`config.mk`:
```
export PLATFORM = sky130hd
export DESIGN_NAME = seq_pipe_add4_arb2
export DESIGN_NICKNAME = d
export VERILOG_FILES = /design/src/rtl/seq_pipe_add4_pkg.sv /design/src/rtl/seq_pipe_add4_2stage_stall.sv /design/src/rtl/seq_pipe_add4_arb2.sv
export SDC_FILE = /design/constraint.sdc
export NUM_CORES = 1
export LEC_CHECK = 0
export ABC_AREA = 1
export ABC_CLOCK_PERIOD_IN_PS = 2000
export CAP_MARGIN = 20
export CORE_ASPECT_RATIO = 1.75
export CORE_MARGIN = 2
export CORE_UTILIZATION = 40
export CTS_CLUSTER_SIZE = 40
export DETAILED_ROUTE_END_ITERATION = 7
export DONT_BUFFER_PORTS = 1
export PLACE_DENSITY = 0.58
export RECOVER_POWER = 100
export SYNTH_ARGS = -nofsm -noshare
export SYNTH_HDL_FRONTEND = slang
export SYNTH_SLANG_ARGS = --single-unit
```
`constraint.sdc`:
```
create_clock -name clk -period 2 [get_ports clk]
set_input_delay 0.1 -clock clk [delete_from_list [all_inputs] [get_ports clk]]
set_output_delay 0.1 -clock clk [all_outputs]
set_load 0.005 [all_outputs]
```
`src/rtl/seq_pipe_add4_pkg.sv`:
```
// Shared types for the two-requester pipelined 4-input adder.
package seq_pipe_add4_pkg;

    localparam int NREQ  = 2;
    localparam int NBITS = 8;

    typedef logic [0:0] req_id_t;

    typedef struct packed {
        logic [NBITS-1:0] in3;
        logic [NBITS-1:0] in2;
        logic [NBITS-1:0] in1;
        logic [NBITS-1:0] in0;
    } add4_msg_t;

endpackage

```
`src/rtl/seq_pipe_add4_2stage_stall.sv`:
```
// Two-stage 4-operand adder datapath; both stages advance only when en is high,
// carrying a valid bit and requester ID alongside the data.
module seq_pipe_add4_2stage_stall
    import seq_pipe_add4_pkg::*;
#(
    parameter int nbits = 8
) (
    input  logic               clk,
    input  logic               reset,
    input  logic               en_i,
    input  logic               in_val_i,
    input  req_id_t            in_id_i,
    input  logic [4*nbits-1:0] in_msg_i,
    output logic               out_val_o,
    output req_id_t            out_id_o,
    output logic [nbits-1:0]   out_sum_o
);

    logic [nbits-1:0] in0_s;
    logic [nbits-1:0] in1_s;
    logic [nbits-1:0] in2_s;
    logic [nbits-1:0] in3_s;

    logic             s1_val_q,   s1_val_d;
    req_id_t          s1_id_q,    s1_id_d;
    logic [nbits-1:0] s1_sum01_q, s1_sum01_d;
    logic [nbits-1:0] s1_sum23_q, s1_sum23_d;
    logic             s2_val_q,   s2_val_d;
    req_id_t          s2_id_q,    s2_id_d;
    logic [nbits-1:0] s2_sum_q,   s2_sum_d;

    assign in0_s = in_msg_i[0*nbits +: nbits];
    assign in1_s = in_msg_i[1*nbits +: nbits];
    assign in2_s = in_msg_i[2*nbits +: nbits];
    assign in3_s = in_msg_i[3*nbits +: nbits];

    // Next-state: load both stages when enabled, otherwise hold everything
    always_comb begin
        s1_val_d   = s1_val_q;
        s1_id_d    = s1_id_q;
        s1_sum01_d = s1_sum01_q;
        s1_sum23_d = s1_sum23_q;
        s2_val_d   = s2_val_q;
        s2_id_d    = s2_id_q;
        s2_sum_d   = s2_sum_q;
        if (en_i) begin
            s1_val_d   = in_val_i;
            s1_id_d    = in_id_i;
            s1_sum01_d = in0_s + in1_s;
            s1_sum23_d = in2_s + in3_s;
            s2_val_d   = s1_val_q;
            s2_id_d    = s1_id_q;
            s2_sum_d   = s1_sum01_q + s1_sum23_q;
        end else begin
            s1_val_d   = s1_val_q;
            s2_val_d   = s2_val_q;
        end
    end

    // Pipeline registers; reset clears in-flight operations and data
    always_ff @(posedge clk) begin
        if (reset) begin
            s1_val_q   <= 1'b0;
            s1_id_q    <= 1'b0;
            s1_sum01_q <= {nbits{1'b0}};
            s1_sum23_q <= {nbits{1'b0}};
            s2_val_q   <= 1'b0;
            s2_id_q    <= 1'b0;
            s2_sum_q   <= {nbits{1'b0}};
        end else begin
            s1_val_q   <= s1_val_d;
            s1_id_q    <= s1_id_d;
            s1_sum01_q <= s1_sum01_d;
            s1_sum23_q <= s1_sum23_d;
            s2_val_q   <= s2_val_d;
            s2_id_q    <= s2_id_d;
            s2_sum_q   <= s2_sum_d;
        end
    end

    assign out_val_o = s2_val_q;
    assign out_id_o  = s2_id_q;
    assign out_sum_o = s2_sum_q;

endmodule

```
`src/rtl/seq_pipe_add4_arb2.sv`:
```
// Two requesters share one stalled 2-stage 4-input adder through a round-robin
// arbiter; the requester ID rides the pipeline to steer each result home.
module seq_pipe_add4_arb2
    import seq_pipe_add4_pkg::*;
#(
    parameter int nbits = 8
) (
    input  logic               clk,
    input  logic               reset,
    input  logic               req0_val,
    output logic               req0_rdy,
    input  logic [4*nbits-1:0] req0_msg,
    input  logic               req1_val,
    output logic               req1_rdy,
    input  logic [4*nbits-1:0] req1_msg,
    output logic               resp0_val,
    input  logic               resp0_rdy,
    output logic [nbits-1:0]   resp0_msg,
    output logic               resp1_val,
    input  logic               resp1_rdy,
    output logic [nbits-1:0]   resp1_msg
);

    logic [NREQ-1:0]    req_val_s;
    logic [NREQ-1:0]    req_rdy_s;
    logic [NREQ-1:0]    resp_rdy_s;
    logic               gnt_val_s;
    req_id_t            gnt_id_s;
    logic               fire_s;
    logic               stall_s;
    logic [4*nbits-1:0] gnt_msg_s;
    logic               prio_q, prio_d;
    logic               s2_val_s;
    req_id_t            s2_id_s;
    logic [nbits-1:0]   s2_sum_s;

    assign req_val_s  = {req1_val, req0_val};
    assign resp_rdy_s = {resp1_rdy, resp0_rdy};

    // A waiting result blocks the whole pipe, whichever requester owns it
    assign stall_s = s2_val_s && !resp_rdy_s[s2_id_s];

    // Grant: favoured requester on contention, else whichever is asking
    always_comb begin
        gnt_val_s = 1'b0;
        gnt_id_s  = 1'b0;
        case (req_val_s)
            2'b11: begin
                gnt_val_s = 1'b1;
                gnt_id_s  = prio_q;
            end
            2'b01: begin
                gnt_val_s = 1'b1;
                gnt_id_s  = 1'b0;
            end
            2'b10: begin
                gnt_val_s = 1'b1;
                gnt_id_s  = 1'b1;
            end
            default: begin
                gnt_val_s = 1'b0;
                gnt_id_s  = 1'b0;
            end
        endcase
    end

    // Ready only to the granted requester, and never while stalled or in reset
    always_comb begin
        req_rdy_s = {NREQ{1'b0}};
        if (!reset && !stall_s && gnt_val_s) begin
            req_rdy_s[gnt_id_s] = 1'b1;
        end else begin
            req_rdy_s = {NREQ{1'b0}};
        end
    end

    assign fire_s    = |(req_val_s & req_rdy_s);
    assign gnt_msg_s = gnt_id_s[0] ? req1_msg : req0_msg;

    // Round robin: after a fire the other requester becomes favoured
    always_comb begin
        prio_d = prio_q;
        if (fire_s) begin
            prio_d = ~gnt_id_s[0];
        end else begin
            prio_d = prio_q;
        end
    end

    // Priority register
    always_ff @(posedge clk) begin
        if (reset) begin
            prio_q <= 1'b0;
        end else begin
            prio_q <= prio_d;
        end
    end

    seq_pipe_add4_2stage_stall #(
        .nbits (nbits)
    ) u_pipe (
        .clk       (clk),
        .reset     (reset),
        .en_i      (!stall_s),
        .in_val_i  (fire_s),
        .in_id_i   (gnt_id_s),
        .in_msg_i  (gnt_msg_s),
        .out_val_o (s2_val_s),
        .out_id_o  (s2_id_s),
        .out_sum_o (s2_sum_s)
    );

    assign req0_rdy  = req_rdy_s[0];
    assign req1_rdy  = req_rdy_s[1];
    assign resp0_val = s2_val_s && (s2_id_s == 1'b0);
    assign resp1_val = s2_val_s && (s2_id_s == 1'b1);
    // Sum is broadcast to both ports; only the matching val qualifies it
    assign resp0_msg = s2_sum_s;
    assign resp1_msg = s2_sum_s;

endmodule

```
==> results.tsv, run 1 <==
metric	value	unit
outcome	complete, no violations	
Final Max Slew Viols	0	
TritonCTS clock tree	yes	
starting utilization of the core area	40.9	%
worst path bufs/invs	5	
pwr dens	792	nW/µm²
number of detailed-route iterations in the first pass	4	
root cell of the clock tree	sky130_fd_sc_hd__clkbuf_16	
Power Total	2820	µW
met1 capacity usage during global routing	19.5	%
peak-usage layer in the global routing report	met2	
unrepaired setup endpoints after global routing	yes	
longest individual stage delay on the worst path	350	ps
number of global-route vias before repair	2435	
Total Wirelength	7.01	mm
fraction of final layout cells with drive strength greater than 1	27.6	%
count of antenna diodes in the layout	0	
non-filler cells in the finished layout	553	
type of the worst min-delay path	primary input to register	
count of nets left with antenna violations after detail routing	0	
clock buffer count from CTS	5	
Bufs on Longest Clock Path	2	
number of warnings printed during yosys synthesis	0	
crit path kind	register to register	
worst supply voltage drop on vdd	0.332	mV
clock insertion delay at the later pin of the skew report	270	ps
number of primary I/O pins	90	
flop and latch count out of synthesis	29	
Yosys cell types	27	
sequential area share after synthesis	22.1	%
GR Util All Layers	18.2	%
max-cap violation count	0	
wire length of the first global-routing pass	10.5	mm
CP delay by family, top	simple AND/OR/NAND/NOR gates	
die height	111	µm
worst slack, placed	-117	ps
Post-DP HPWL	5.00	mm
maximum fanout along the worst path	10	
number of nets in the layout	564	
WP data arrival	2150	ps
area of the core	6440	µm²
highest attainable clock frequency	508	MHz
routed via count	2666	
Die ar.	7270	µm²
synthesized netlist net count	532	
final cycle utilization of the critical path	98.5	%
area added between synthesis and finish	35.1	%
# port buffers	0	
Worst Tran Pin Value	486	ps
post-route cell area	3560	µm²
largest net degree at the start of global routing	25	
placed cell count	529	
cell type of the slowest stage on the worst timing path	sky130_fd_sc_hd__dfxtp_2	
required time at the endpoint of the critical path	2180	ps
CTS Sinks	29	
R2R Setup Slk	30	ps
number of hold violations in the final report	0	
average cell area after synthesis	6.01	µm²
Cell Chain, Critical Path	nand3_2, nand2_4, buf_6, buf_12, nand2_1, nand2_4, ha_4, buf_6, nand2_2, inv_2, nand4_1, nand3_1, nand2_1, nand3_1, nand2_1, inv_1	
first-iteration detailed-routing DRC count	38	
cells after synthesis	438	
worst-case setup margin in the final layout	30.3	ps
mean number of vias per cell	4.82	
clock edge transition at the registers on the reported setup and hold paths	50	ps
placed inst area	2840	µm²
worst clock skew	4.18	ps
startpoint type of the worst setup path	register	
residual overflow from global routing	0	
Remaining DRCs	0	
met2 layer usage reported by global route	34.9	%
die width	65.3	µm
number of setup violations in the final report	0	
Cell Rows	39	
number of H-tree branching levels	2	
per-cell routed wire length	12.7	µm
relative slew slack	67.6	%
initial antenna violation count	0	
GPL Wtd Cong	0.858	
Mapped Area	2630	µm²
Min Hold Slack	61.1	ps
kind of end point of the critical path	register	
cell repeated most along the worst path	sky130_fd_sc_hd__nand2_1	
Min Clock Period, post-route	1970	ps
routing usage on met3	1.52	%
cell leakage power	0.00196	µW
cell families after synthesis:
kind of cell	count (synthesis)	synth area share [%]
and+or+nand+nor	226	35.1
buffers and inverters	99	16.5
AOI/OAI and AO/OA	50	10.7
DFF	29	22.1
adders and majority gates	24	12.3
xor gates and xnor gates	10	3.33
final timing paths:
kind,from,depth (start not counted),to
setup / recovery,prio_q,16,u_pipe.s1_sum01_q[6]
hold / removal,resp1_rdy,3,u_pipe.out_id_o
setup reg to reg,prio_q,16,u_pipe.s1_sum01_q[6]
hold reg to reg,u_pipe.s1_val_q,2,u_pipe.out_val_o
power breakdown:
part | internal, µW | total (µW) | switching [µW]
Clock | 525 | 778 | 253
Combinational | 586 | 1240 | 651
Sequential | 699 | 800 | 101
Total | 1810 | 2820 | 1000
area by class of cell:
| class | count | area, µm² |
|---|---|---|
| tap | 82 | 103 |
| timing repair buffer | 44 | 445 |
| inverter | 80 | 300 |
| clock buffer | 7 | 153 |
| clock inverter | 1 | 5.00 |
| multi-input combinational | 310 | 1970 |
| sequential | 29 | 582 |
| fill | 654 | 2890 |
layout by cell type (no fill, tap or decap), types with 3 or more instances in the layout:
| master | instances |
|---|---|
| sky130_fd_sc_hd__clkbuf_16 | 8 |
| sky130_fd_sc_hd__o21ai_1 | 8 |
| sky130_fd_sc_hd__nand3_2 | 3 |
| sky130_fd_sc_hd__inv_2 | 9 |
| sky130_fd_sc_hd__nand3_1 | 26 |
| sky130_fd_sc_hd__inv_1 | 71 |
| sky130_fd_sc_hd__o21bai_1 | 4 |
| sky130_fd_sc_hd__nand4_1 | 6 |
| sky130_fd_sc_hd__ha_1 | 9 |
| sky130_fd_sc_hd__o21ai_2 | 4 |
| sky130_fd_sc_hd__buf_6 | 3 |
| sky130_fd_sc_hd__ha_4 | 11 |
| sky130_fd_sc_hd__nand2_4 | 10 |
| sky130_fd_sc_hd__a21oi_1 | 11 |
| sky130_fd_sc_hd__a21oi_2 | 3 |
| sky130_fd_sc_hd__buf_4 | 32 |
| sky130_fd_sc_hd__a211oi_1 | 3 |
| sky130_fd_sc_hd__o21ai_0 | 15 |
| sky130_fd_sc_hd__xor2_1 | 9 |
| sky130_fd_sc_hd__nor2_1 | 18 |
| sky130_fd_sc_hd__nand2_1 | 126 |
| sky130_fd_sc_hd__dfxtp_1 | 28 |
| sky130_fd_sc_hd__nand2_2 | 30 |
state kept, by name, indices dropped and copies added (netlist names):
| signal | cells |
|---|---|
| u_pipe.s1_sum01_q | 8 |
| u_pipe.out_sum_o | 8 |
| u_pipe.s1_id_q | 1 |
| u_pipe.out_val_o | 1 |
| u_pipe.s1_sum23_q | 8 |
| u_pipe.s1_val_q | 1 |
| u_pipe.out_id_o | 1 |
| prio_q | 1 |
cells in the mapped netlist:
master	count	area (µm²)
sky130_fd_sc_hd__nor2_2	2	12.5
sky130_fd_sc_hd__o2111ai_1	1	8.76
sky130_fd_sc_hd__fa_1	3	60.1
sky130_fd_sc_hd__inv_2	1	3.75
sky130_fd_sc_hd__nand3_1	29	145
sky130_fd_sc_hd__a21oi_4	1	16.3
sky130_fd_sc_hd__o21ai_0	18	90.1
sky130_fd_sc_hd__a21oi_1	14	70.1
sky130_fd_sc_hd__a211oi_1	3	22.5
sky130_fd_sc_hd__o21bai_1	4	30.0
sky130_fd_sc_hd__o21ai_1	9	45.0
sky130_fd_sc_hd__xnor2_1	1	8.76
sky130_fd_sc_hd__clkbuf_1	1	3.75
sky130_fd_sc_hd__buf_4	11	82.6
sky130_fd_sc_hd__buf_1	1	3.75
sky130_fd_sc_hd__nand3b_1	2	15.0
sky130_fd_sc_hd__ha_1	21	263
sky130_fd_sc_hd__xor2_1	9	78.8
sky130_fd_sc_hd__nor2_1	16	60.1
sky130_fd_sc_hd__nand2_1	166	623
sky130_fd_sc_hd__buf_2	4	20.0
sky130_fd_sc_hd__nand4_1	6	37.5
sky130_fd_sc_hd__dfxtp_1	29	581
sky130_fd_sc_hd__or2_2	4	25.0
sky130_fd_sc_hd__buf_6	2	22.5
sky130_fd_sc_hd__inv_1	79	297
sky130_fd_sc_hd__nand2_2	1	6.26
tightest hold or removal path: stages:
cell                      delay (ps)
sky130_fd_sc_hd__nor2_1           50
sky130_fd_sc_hd__inv_1            80
sky130_fd_sc_hd__a21oi_1          60
per-stage QoR:
step	util, %	setup TNS, ps
final	55.2	0
after global routing	55.2	-545
after global placement	44.0	-135
after floorplan	-	0
after detailed placement	44.0	-659
after CTS	47.7	0
repair_timing:
item,CTS,global route
buffers inserted,0,11
hold endpoints to repair,5,0
gates cloned,1,3
setup endpoints to repair,11,12
hold buffers,1,0
pin swaps,2,46
resized for setup,15,86
layer usage:
layer  share of wire [%]  vias to the layer above
met4                 2.1                        0
met5                   0                        -
met1                  38                     1193
met2                  58                       59
li1                    -                     1404
met3                 2.2                       10
Note: power is estimated with default switching activity, not from simulation.
==> run 2, diff against run 1 <==
Settings changed: ABC_CLOCK_PERIOD_IN_PS 2000 to 2040, PLACE_DENSITY 0.58 to 0.56.
Clock period 2 ns to 2.04 ns, I/O delays scaled along.
==> run 2 against run 1 <==
Compared with the run above: register-to-register slack better by 60 ps; flip-flop and latch count stayed put; sequential share of layout area is 2.1 points higher; clock power is 8.6% lower; critical path type unchanged; largest cell class unchanged; routed wire length is 3.6% lower; critical endpoint is now u_pipe.s1_sum23_q[4]; first-iteration DRC count grew to 3.5 times the previous value; design area is 11% lower; global-route usage is 0.62 points lower; total power is 9.7% lower.
==> results.tsv, run 2 (synthesis gave the netlist of run 1 again) <==
metric	value	unit
outcome	complete, no violations	
max-cap violation count	0	
terminating pin of the worst hold path	u_pipe.out_id_o	
worst supply voltage drop on vdd	0.339	mV
die width	65.3	µm
number of primary I/O pins	90	
final design utilization	49.2	%
switch share	36.2	%
Final Max Slew Viols	0	
startpoint type of the worst setup path	register	
fraction of final layout cells with drive strength greater than 1	17.7	%
maximum fanout along the worst path	6	
Total Wirelength	6.77	mm
routed via count	2606	
CTS Sinks	29	
first-iteration detailed-routing DRC count	132	
# port buffers	0	
number of hold violations in the final report	0	
number of detailed-route iterations in the first pass	4	
area used by multi-input combinational logic	1820	µm²
per-cell routed wire length	12.7	µm
WP data arrival	2120	ps
Bufs on Longest Clock Path	2	
worst slack, placed	-39.5	ps
GR Util All Layers	17.6	%
area added between synthesis and finish	20.5	%
largest net degree at the start of global routing	42	
hold wc startpoint	resp1_rdy	
FF-to-FF path depth	15	
required time at the endpoint of the critical path	2200	ps
worst clock skew	4.45	ps
sequential cell fraction of total power	30.8	%
pwr dens	802	nW/µm²
Clk pwr share	27.9	%
unrepaired setup endpoints after global routing	yes	
highest-count cells in the layout ignoring fill and taps	sky130_fd_sc_hd__nand2_1 (152), sky130_fd_sc_hd__inv_1 (73), sky130_fd_sc_hd__dfxtp_1 (28), sky130_fd_sc_hd__nand3_1 (25), sky130_fd_sc_hd__nor2_1 (17)	
mean number of vias per cell	4.91	
Post-DP HPWL	4.65	mm
crit path kind	register to register	
initial antenna violation count	1	
Min Clock Period, post-route	1950	ps
commonest non-fill, non-tap cell in the layout	sky130_fd_sc_hd__nand2_1	
power dissipated by switching net loads	920	µW
final cycle utilization of the critical path	95.8	%
logic gate share of total power	41.2	%
Worst Tran Pin Value	418	ps
highest attainable clock frequency	512	MHz
type of the worst min-delay path	primary input to register	
cell leakage power	0.00181	µW
residual overflow from global routing	0	
FF/Latch Area	584	µm²
starting utilization of the core area	40.9	%
clock edge transition at the registers on the reported setup and hold paths	50	ps
hold path depth	3	
relative slew slack	72.1	%
Die ar.	7270	µm²
clock insertion delay at the later pin of the skew report	270	ps
count of nets left with antenna violations after detail routing	0	
die height	111	µm
number of global-route vias before repair	2314	
wire length of the first global-routing pass	10.1	mm
GPL Wtd Cong	0.860	
R2R Setup Slk	90	ps
number of nets in the layout	541	
reg-to-reg critical path startpoint	prio_q	
clock buffer count from CTS	5	
Remaining DRCs	0	
area of the core	6440	µm²
kind of end point of the critical path	register	
number of H-tree branching levels	2	
number of setup violations in the final report	0	
number of filler cells placed in the layout	703	
root cell of the clock tree	sky130_fd_sc_hd__clkbuf_16	
worst-case setup margin in the final layout	86.6	ps
Int Pwr	1620	µW
RR Endpoint	u_pipe.s1_sum23_q[4]	
Cell Rows	39	
TritonCTS clock tree	yes	
==> run 2: cell types whose count changed in the layout (fill, tap and decap cells not counted), moves of 4 or more <==
cell | previous run | this run
sky130_fd_sc_hd__buf_4 | 32 | 15
sky130_fd_sc_hd__nand2_1 | 126 | 152
sky130_fd_sc_hd__ha_1 | 9 | 13
sky130_fd_sc_hd__nand2_2 | 30 | 14
sky130_fd_sc_hd__ha_4 | 11 | 6
sky130_fd_sc_hd__nand2_4 | 10 | 2
==> run 2: cell type report <==
| cell class | count | share of cell area [%] |
|---|---|---|
| clock buffer | 7 | 4.50 |
| antenna | 2 | 0.158 |
| inverter | 80 | 9.47 |
| tap | 82 | 3.24 |
| multi-input combinational | 311 | 57.5 |
| sequential | 29 | 18.4 |
| timing repair buffer | 20 | 6.71 |
==> run 2: through the flow <==
step / setup TNS [ps] / area (µm²) / instances / power, µW / hold WS (ps)
after floorplan: 0 / 2630 / 438 / 1530 / 171
after global placement: 0 / 2720 / 513 / 1670 / 176
after detailed placement: -62.9 / 2720 / 513 / 1690 / 179
after CTS: 0 / 2870 / 521 / 2420 / 43.4
after global routing: -150 / 3170 / 531 / 2770 / 65.1
final: 0 / 3170 / 531 / 2540 / 51.8
==> run 2: timing repair <==
item	4_1_cts	5_1_grt
endpoints found under the setup margin	4	11
setup buffers	0	5
pin swaps	1	17
endpoints found under the hold margin	5	0
gates resized for setup	4	53
cloned	0	3
hold buffers	1	0
==> run 2: metal layers <==
metal	vias up	wire length (µm)	GRT usage (%)	share of wire, %
met5	-	0	0	0
met4	0	113	7.78	1.7
met3	10	243	2.44	3.6
met2	64	3840	32.9	57
met1	1166	2570	18.7	38
li1	1366	-	-	-
==> run 2: worst max-delay path by stage <==
stage	to	from	slack [ps]
after global routing	u_pipe.s1_sum01_q[7]	prio_q	-60
after global placement	u_pipe.s1_sum23_q[6]	prio_q	50
after detailed placement	u_pipe.s1_sum01_q[2]	prio_q	-40
after CTS	u_pipe.s1_sum01_q[2]	prio_q	20
after floorplan	u_pipe.s1_sum23_q[4]	prio_q	80
final	u_pipe.s1_sum23_q[4]	prio_q	90
==> run 2: power by group through the flow <==
| stage | Combinational (µW) | Sequential (µW) | Clock (µW) |
|---|---|---|---|
| finish | 1050 | 784 | 711 |
| global route | 1200 | 799 | 766 |
| CTS | 909 | 782 | 729 |
| detailed placement | 895 | 792 | 0 |
| global placement | 882 | 789 | 0 |
| floorplan | 770 | 756 | 0 |
==> run 2: worst max-delay path, cell delays in order (launching register included) <==
cell	delay (ps)
sky130_fd_sc_hd__dfxtp_4	350
sky130_fd_sc_hd__inv_2	50
sky130_fd_sc_hd__nand2_2	50
sky130_fd_sc_hd__nand2_4	120
sky130_fd_sc_hd__buf_12	140
sky130_fd_sc_hd__nand2_2	40
sky130_fd_sc_hd__nand2_1	60
sky130_fd_sc_hd__ha_2	180
sky130_fd_sc_hd__inv_2	40
sky130_fd_sc_hd__fa_2	370
sky130_fd_sc_hd__inv_2	70
sky130_fd_sc_hd__nand3_1	70
sky130_fd_sc_hd__nand3_2	70
sky130_fd_sc_hd__xor2_1	60
sky130_fd_sc_hd__o21bai_1	120
sky130_fd_sc_hd__inv_1	50
==> run 3, diff against run 2 <==
Settings changed: ABC_CLOCK_PERIOD_IN_PS 2040 to 2160, BUFFER_PORTS_ARGS from default to -buffer_cell sky130_fd_sc_hd__buf_2, CORE_UTILIZATION 40 to 35, DONT_BUFFER_PORTS 1 to default, PLACE_DENSITY 0.56 to 0.61.
Clock period 2.04 ns to 2.16 ns, I/O delays scaled along.
==> run 3 against run 2 <==
Compared with the run above: critical path type unchanged; die area grew 14%; highest routed layer unchanged; design area is 4.9% higher; register-to-register slack better by 90 ps; via count is 6.4% higher; largest cell class unchanged; clock power is 6.2% lower; largest power group unchanged; maximum frequency shrank 1.3%.
==> results.tsv, run 3 (synthesis gave the netlist of run 1 again) <==
metric	value	unit
Bufs on Longest Clock Path	2	
non-filler cells in the finished layout	606	
routed via count	2772	
Worst Tran Pin Value	382	ps
area of the core	7230	µm²
worst clock skew	3.52	ps
clock insertion delay at the later pin of the skew report	270	ps
number of filler cells placed in the layout	777	
highest attainable clock frequency	505	MHz
number of global-route vias before repair	2557	
Cell Rows	41	
area added between synthesis and finish	26.4	%
count of nets left with antenna violations after detail routing	0	
cell repeated most along the worst path	sky130_fd_sc_hd__inv_1	
cell type of the slowest stage on the worst timing path	sky130_fd_sc_hd__fa_2	
longest individual stage delay on the worst path	340	ps
Setup Total Neg Slack	0	ps
FF/Latch Area	581	µm²
type of the worst min-delay path	primary input to register	
startpoint type of the worst setup path	register	
number of detailed-route iterations in the first pass	4	
Post-CTS Repair Setup Buffers	0	
GR Util All Layers	15.1	%
fraction of final layout cells with drive strength greater than 1	21.5	%
crit path launch	prio_q	
hold wc startpoint	reset	
highest-count cells in the layout ignoring fill and taps	sky130_fd_sc_hd__nand2_1 (165), sky130_fd_sc_hd__buf_2 (83), sky130_fd_sc_hd__inv_1 (79), sky130_fd_sc_hd__nand3_1 (29), sky130_fd_sc_hd__dfxtp_1 (29)	
wire length of the first global-routing pass	10.4	mm
CTS Sinks	29	
reg-to-reg critical path startpoint	prio_q	
number of nets in the layout	614	
Post-DP HPWL	4.86	mm
largest net degree at the start of global routing	47	
first-iteration detailed-routing DRC count	93	
commonest non-fill, non-tap cell in the layout	sky130_fd_sc_hd__nand2_1	
cell leakage power	0.00207	µW
final cycle utilization of the critical path	91.6	%
crit path kind	register to register	
number of primary I/O pins	90	
relative slew slack	74.5	%
count of antenna diodes in the layout	0	
Cell Chain, Critical Path	inv_1, nand2_1, nand2_4, buf_12, nand2_1, nand2_1, ha_1, inv_1, fa_2, inv_1, nand3_1, nand3_1, xor2_1, o21bai_1, inv_1	
area used by multi-input combinational logic	1660	µm²
die width	69.5	µm
Total Wirelength	6.24	mm
clock buffer count from CTS	5	
maximum fanout along the worst path	18	
# port buffers	89	
WP data arrival	2140	ps
Min Clock Period, post-route	1980	ps
max-cap violation count	0	
root cell of the clock tree	sky130_fd_sc_hd__clkbuf_16	
number of H-tree branching levels	2	
die height	119	µm
clock edge transition at the registers on the reported setup and hold paths	50	ps
TritonCTS clock tree	yes	
number of setup violations in the final report	0	
outcome	complete, no violations	
starting utilization of the core area	36.4	%
initial antenna violation count	0	
Remaining DRCs	0	
required time at the endpoint of the critical path	2330	ps
kind of end point of the critical path	register	
mean number of vias per cell	4.57	
number of hold violations in the final report	0	
Die ar.	8250	µm²
pwr dens	716	nW/µm²
Final Max Slew Viols	0	
per-cell routed wire length	10.3	µm
residual overflow from global routing	0	
placed cell count	598	
GPL Wtd Cong	0.869	
worst supply voltage drop on vdd	0.293	mV
-- run 3: critical path: cells and delay by family, from the launching register on --
kind	cells	cell delay, ps
AO/OA/AOI/OAI	1	120
buffers and inverters	5	390
adder cells (fa/ha/maj)	2	510
XOR/XNOR	1	70
AND/OR/NAND/NOR	6	450
flip-flops	1	320
-- run 3: final timing paths --
kind | slack [ps] | to | depth (start not counted)
setup / recovery | 180 | u_pipe.s1_sum01_q[4] | 15
hold / removal | 110 | u_pipe.out_id_o | 2
setup reg to reg | 180 | u_pipe.s1_sum01_q[4] | 15
hold reg to reg | 450 | u_pipe.out_val_o | 2
-- run 3: final cells by class --
cell class	count	share of cell area (%)
timing repair buffer	94	16.1
sequential	29	17.5
clock buffer	7	4.29
tap	86	3.24
inverter	80	9.03
multi-input combinational	310	49.9
-- run 3: layer usage --
layer	vias to the layer above	GRT usage [%]	wire, µm
met4	0	7.23	164
met2	62	30.2	3420
met1	1188	15.3	2450
li1	1508	-	-
met5	-	0	0
met3	14	1.02	200
-- run 3: per-stage QoR --
stage | util [%] | setup WS (ps) | hold slack [ps] | cell area (µm²) | total power (µW)
floorplan | - | 197 | 177 | 2630 | 1440
global placement | 43.1 | 147 | 397 | 3120 | 1690
detailed placement | 43.1 | 67.9 | 399 | 3120 | 1700
CTS | 45.1 | 58.4 | 113 | 3260 | 2380
global route | 46.0 | -9.18 | 121 | 3330 | 2580
finish | 46.0 | 181 | 108 | 3330 | 2380
-- run 3: where the power goes --
group / leakage (µW) / internal [µW] / switching (µW) / total (µW)
Combinational: 0.00176 / 443 / 557 / 1000
Sequential: 0.000241 / 647 / 66.6 / 714
Clock: 0.0000700 / 450 / 217 / 667
-- run 3: repair_timing --
item,CTS,global route
hold buffers,0,0
hold endpoints to repair,0,0
gates resized for setup,0,12
endpoints found under the setup margin,0,11
